`config.mk`:
```
export PLATFORM = sky130hd
export DESIGN_NAME = led_count_ctrl_flat
export DESIGN_NICKNAME = d
export VERILOG_FILES = /design/src/rtl/led_count_ctrl_if.sv /design/src/rtl/led_count_ctrl.sv /design/src/flat_wrapper.sv
export SDC_FILE = /design/constraint.sdc
export NUM_CORES = 1
export LEC_CHECK = 0
export ABC_CLOCK_PERIOD_IN_PS = 2750
export BUFFER_PORTS_ARGS = -buffer_cell sky130_fd_sc_hd__buf_4
export CORE_AREA = 2 2 97 118
export CTS_CLUSTER_SIZE = 40
export DETAILED_ROUTE_END_ITERATION = 8
export DIE_AREA = 0 0 99 120
export HOLD_SLACK_MARGIN = 0.02
export PLACE_DENSITY = 0.68
export REMOVE_ABC_BUFFERS = 1
export SLEW_MARGIN = 20
export SYNTH_ARGS = -nofsm -noshare
export SYNTH_HDL_FRONTEND = slang
export SYNTH_SLANG_ARGS = --single-unit
```
`constraint.sdc`:
```
create_clock -name clk -period 2.75 [get_ports clk]
set_clock_uncertainty 0.05 [all_clocks]
set_input_delay 0.275 -clock clk [delete_from_list [all_inputs] [get_ports clk]]
set_output_delay 0.275 -clock clk [all_outputs]
set_load 0.005 [all_outputs]
```
`src/rtl/led_count_ctrl_if.sv`:
```
// Button and LED bundle between the board pins and the run-control block.
// Latency: none, wires only.
// Backpressure: none; buttons are raw levels and outputs are always-valid state.
interface led_count_ctrl_if #(
    parameter int LED_W = 6
);
    logic             btn_run_n;
    logic             btn_spd_n;
    logic             btn_clr_n;
    logic [LED_W-1:0] count_o;
    logic [1:0]       state_o;
    logic [1:0]       speed_o;

    // Board side: drives the buttons, watches the LEDs and status.
    modport master (
        output btn_run_n,
        output btn_spd_n,
        output btn_clr_n,
        input  count_o,
        input  state_o,
        input  speed_o
    );

    // Controller side.
    modport slave (
        input  btn_run_n,
        input  btn_spd_n,
        input  btn_clr_n,
        output count_o,
        output state_o,
        output speed_o
    );
endinterface

```
`src/rtl/led_count_ctrl.sv`:
```
// Debounced run/speed/clear buttons sequencing a rate-selectable LED step counter.
// Latency: clean button low reaches the outputs DEB_CYCLES+3 edges later; RUN steps every TICK_DIV>>speed cycles.
// Backpressure: none; every press event is consumed in the cycle it is generated.
module led_count_ctrl #(
    parameter int TICK_DIV   = 13500000,
    parameter int DEB_CYCLES = 270000,
    parameter int LED_W      = 6
) (
    input logic             clk,
    input logic             rst,
    led_count_ctrl_if.slave bus
);

    localparam int NB = 3;                    // bit 0 run, bit 1 speed, bit 2 clear
    localparam int DW = $clog2(DEB_CYCLES);
    localparam int PW = $clog2(TICK_DIV);

    typedef enum logic [1:0] {
        S_IDLE  = 2'b00,
        S_RUN   = 2'b01,
        S_PAUSE = 2'b10
    } state_t;

    logic [NB-1:0] btn_raw;
    logic [NB-1:0] sync1;
    logic [NB-1:0] sync2;
    logic [NB-1:0] deb_lvl;
    logic [NB-1:0] press;
    logic [DW-1:0] deb_cnt [NB];

    state_t           state;
    logic [1:0]       speed;
    logic [LED_W-1:0] counter;
    logic [PW-1:0]    presc;
    logic [PW-1:0]    p_last;

    assign btn_raw = {bus.btn_clr_n, bus.btn_spd_n, bus.btn_run_n};

    // Two-flop synchronizers for the asynchronous button pins; idle level is high.
    always_ff @(posedge clk) begin
        if (!rst) begin
            sync1 <= '1;
            sync2 <= '1;
        end else begin
            sync1 <= btn_raw;
            sync2 <= sync1;
        end
    end

    // Debounce each button and emit a one-cycle press when the clean level falls.
    always_ff @(posedge clk) begin
        if (!rst) begin
            deb_lvl <= '1;
            press   <= '0;
            for (int i = 0; i < NB; i++) begin
                deb_cnt[i] <= '0;
            end
        end else begin
            press <= '0;
            for (int i = 0; i < NB; i++) begin
                if (sync2[i] == deb_lvl[i]) begin
                    deb_cnt[i] <= '0;
                end else if (deb_cnt[i] == DW'(DEB_CYCLES - 1)) begin
                    deb_lvl[i] <= sync2[i];
                    deb_cnt[i] <= '0;
                    press[i]   <= deb_lvl[i] & ~sync2[i];
                end else begin
                    deb_cnt[i] <= deb_cnt[i] + 1'b1;
                end
            end
        end
    end

    // Last prescaler value of one step period at the current speed (period halves per speed index).
    always_comb begin
        p_last = PW'((TICK_DIV >> speed) - 1);
    end

    // Run-control FSM: clear beats speed, speed restarts the period, run toggles the mode.
    always_ff @(posedge clk) begin
        if (!rst) begin
            state   <= S_IDLE;
            speed   <= '0;
            counter <= '0;
            presc   <= '0;
        end else if (press[2]) begin
            state   <= S_IDLE;
            counter <= '0;
            presc   <= '0;
        end else begin
            if (press[0]) begin
                case (state)
                    S_IDLE:  state <= S_RUN;
                    S_RUN:   state <= S_PAUSE;
                    S_PAUSE: state <= S_RUN;
                    default: state <= S_IDLE;
                endcase
            end
            if (press[1]) begin
                speed <= speed + 2'd1;
                presc <= '0;
            end else if (state == S_RUN) begin
                if (presc == p_last) begin
                    presc   <= '0;
                    counter <= counter + 1'b1;
                end else begin
                    presc <= presc + 1'b1;
                end
            end
        end
    end

    assign bus.count_o = ~counter;
    assign bus.state_o = state;
    assign bus.speed_o = speed;

endmodule

```
`src/flat_wrapper.sv`:
```
// flat-port wrapper written by rule: the top's interface ports become plain ports
module led_count_ctrl_flat 
#(
    parameter int TICK_DIV   = 13500000,
    parameter int DEB_CYCLES = 270000,
    parameter int LED_W      = 6
)
  (clk, rst, bus_btn_run_n, bus_btn_spd_n, bus_btn_clr_n, bus_count_o, bus_state_o, bus_speed_o);
  led_count_ctrl_if #(.LED_W(LED_W)) bus_i ();
  input logic clk;
  input logic rst;
  input wire logic [$bits(bus_i.btn_run_n)-1:0] bus_btn_run_n;
  input wire logic [$bits(bus_i.btn_spd_n)-1:0] bus_btn_spd_n;
  input wire logic [$bits(bus_i.btn_clr_n)-1:0] bus_btn_clr_n;
  output wire logic [$bits(bus_i.count_o)-1:0] bus_count_o;
  output wire logic [$bits(bus_i.state_o)-1:0] bus_state_o;
  output wire logic [$bits(bus_i.speed_o)-1:0] bus_speed_o;
  assign bus_i.btn_run_n = bus_btn_run_n;
  assign bus_i.btn_spd_n = bus_btn_spd_n;
  assign bus_i.btn_clr_n = bus_btn_clr_n;
  assign bus_count_o = bus_i.count_o;
  assign bus_state_o = bus_i.state_o;
  assign bus_speed_o = bus_i.speed_o;
  led_count_ctrl #(.TICK_DIV(TICK_DIV), .DEB_CYCLES(DEB_CYCLES), .LED_W(LED_W)) u_core (.clk(clk), .rst(rst), .bus(bus_i));
endmodule
```
==> reports/results.ini <==
[status]
status=finished clean

[placed_design]
dp_cells=728
io_buffers=14
gp_congestion=0.811
dpl.hpwl_microns=6420
place_ws_ns=0.0430

[pwr]
p_leak_nw=2.25
p_per_area_mw_per_mm2=515
finalPower_mw=3.13
peakVddDrop_mv=0.251

[cells_and_area]
drive_above_1_share_pct=8.66
antenna_cells=0
syn_to_final_growth_pct=15.4
nets=626
layout_common_cells=nor2_1, edfxtp_1, conb_1
utilization_pct=56.5
final_common_cell=nor2_1
nFillCells=938
instances_no_fill=744

[cts]
clk_pin_slew_ns=0.07
cts_sinks=103
clk_latency_ns=0.34
cts_setup_buffers=0
cts_inserted_buffers=9
cts_tree=done
h-tree-depth=3
cts.path.max_buffers=2
ctsHoldBuffers=0
clockRootBuffer=clkbuf_16

[synthesis]
synth_cells=530
synthArstFlopShare_pct=0
synth_edf_count=57
yosysWarningCount=0
synth_area_sq_mm=0.00528
synth_cell_types=42
synth_seq_cells=103
avgSynthCellArea_sq_um=9.96
ys_seq_area_share_pct=49.9
ys.flop_type=edfxtp_1

[worst_setup_path]
cp-start-kind=flop
path_max_fanout=6
cp.required_ns=2.97
cp_data_arrival_time_ns=2.80
crit_path_end_kind=flop
criticalPathCategory=flop to flop

[floorplan]
dieWidth_microns=99
row_count=42
core_sq_mm=0.0108
ioPinCount=15
dieArea_sq_mm=0.0119
die_h_microns=120
initial_core_util_pct=49.0

[routing]
vias=3798
drt_iter0_drc=133
ant_nets=0
dr.pass1.iters=4
wl_microns=9010
drc=0
post_drt_wl_per_cell_microns=12.1
viasPerCell=5.10

[timing]
setup_viol=0
slew_headroom_pct=48.3
timing.final.ws_setup_ns=0.175
max_freq_mhz=388
report.final.slew_viol_count=0
rsz0062_at_grt=false
period_share_pct=93.6
min_period_ns=2.58
worst_pin_slew_ns=0.773
hold_violations=0

[grt]
antenna_found_initial=0
grt_overflow=0
grt_usage_pct=16.3
grt_pass1_vias=3789
grt_pass1_wl_microns=15900
grt_max_degree=25

[flow_run]
max_cap_viol_count=0

[worst_hold_path]
min_path_type=input port to flop

==> area by class of cell <==
| class | instances | area [sq um] | share of cell area (%) |
|---|---|---|---|
| Sequential cell | 103 | 2630 | 43.2 |
| Timing Repair Buffer | 23 | 185 | 3.04 |
| Clock inverter | 6 | 65.1 | 1.07 |
| Inverter | 24 | 90.1 | 1.48 |
| Multi-Input combinational cell | 446 | 2700 | 44.4 |
| Tap cell | 132 | 165 | 2.71 |
| Clock buffer | 10 | 250 | 4.11 |
==> power by group <==
| part | leakage [nW] | total (mW) | internal, mW | switching [mW] |
|---|---|---|---|---|
| clock | 0.151 | 1.33 | 0.763 | 0.572 |
| combinational | 1.13 | 0.100 | 0.0405 | 0.0599 |
| sequential | 0.960 | 1.70 | 1.66 | 0.0371 |
==> registers in the layout, indices dropped and copies added (netlist names) <==
name	flops
u_core.bus.speed_o	2
u_core.bus.state_o	2
u_core.presc	24
u_core.sync1	3
u_core.press	3
u_core.counter	6
u_core.deb_lvl	3
u_core.sync2	3
u_core.deb_cnt	57
==> kinds of logic after synthesis <==
family / after synthesis / share of synthesized area (%)
muxes: 9 / 1.71
buffers and inverters: 37 / 2.96
and+or+nand+nor: 269 / 26.5
other: 1 / 0.0711
AOI/OAI and AO/OA: 13 / 1.61
DFF: 103 / 49.9
adders and majority gates: 14 / 3.32
xor gates and xnor gates: 84 / 13.9
==> Yosys cell counts, types with 2 or more instances <==
cell,count,area share (%)
a21oi_1,6,0.57
and2_1,3,0.36
and3_1,9,1.1
and4_1,13,2.2
and4b_1,3,0.57
and4bb_2,2,0.47
buf_2,2,0.19
buf_6,2,0.43
clkbuf_1,8,0.57
dfxtp_1,46,17
edfxtp_1,57,32
ha_1,14,3.3
inv_1,24,1.7
mux2i_1,9,1.7
nand2_1,40,2.8
nand2b_1,9,1.1
nand3_1,29,2.8
nand3b_1,2,0.28
nand4_1,22,2.6
nor2_1,100,7.1
nor2_2,3,0.36
nor2b_1,3,0.36
nor3_1,6,0.57
nor4_1,9,1.1
nor4b_1,4,0.66
o21ai_0,4,0.38
or3_1,4,0.47
xnor2_1,33,5.5
xor2_1,51,8.5
==> worst paths after layout <==
check                                      startpoint                 to  slack, ns  cells after the start
worst min-delay path                    bus_btn_spd_n    u_core.sync1[1]       0.06                      2
worst max register to register  u_core.bus.speed_o[0]  u_core.counter[4]       0.17                      7
worst max-delay path            u_core.bus.speed_o[0]  u_core.counter[4]       0.17                      7
worst min register to register        u_core.sync1[0]    u_core.sync2[0]       0.37                      1
==> timing repair <==
| item | 4_1_cts | 5_1_grt |
|---|---|---|
| endpoints found under the hold margin | 0 | 0 |
| setup endpoints to repair | 0 | 30 |
| gates resized for setup | 0 | 1 |
==> stage by stage <==
step | TNS, ns | hold WS [ns] | cell area (sq um)
3_5_place_dp | 0 | 0.355 | 5770
5_1_grt | 0 | 0.0679 | 6090
3_3_place_gp | 0 | 0.345 | 5770
6_report | 0 | 0.0614 | 6090
2_1_floorplan | -4.40 | 0.298 | 5420
4_1_cts | 0 | 0.0540 | 6090
==> routing by layer <==
metal	part of all wire, %	vias to the layer above	GRT usage [%]
li1	-	1925	-
met1	45	1835	19.5
met2	52	32	28.6
met3	2.4	6	3.61
met4	1.2	0	5.91
met5	0	-	0
==> worst max-delay path, cell delays in order (launching register included) <==
cell	delay, ns
dfxtp_1	0.34
inv_1	0.10
ha_1	0.39
nor4b_2	0.29
o22ai_1	0.10
or4_4	0.61
nor4_1	0.39
mux2i_1	0.23
No activity file was read; power rests on OpenSTA's default activity.
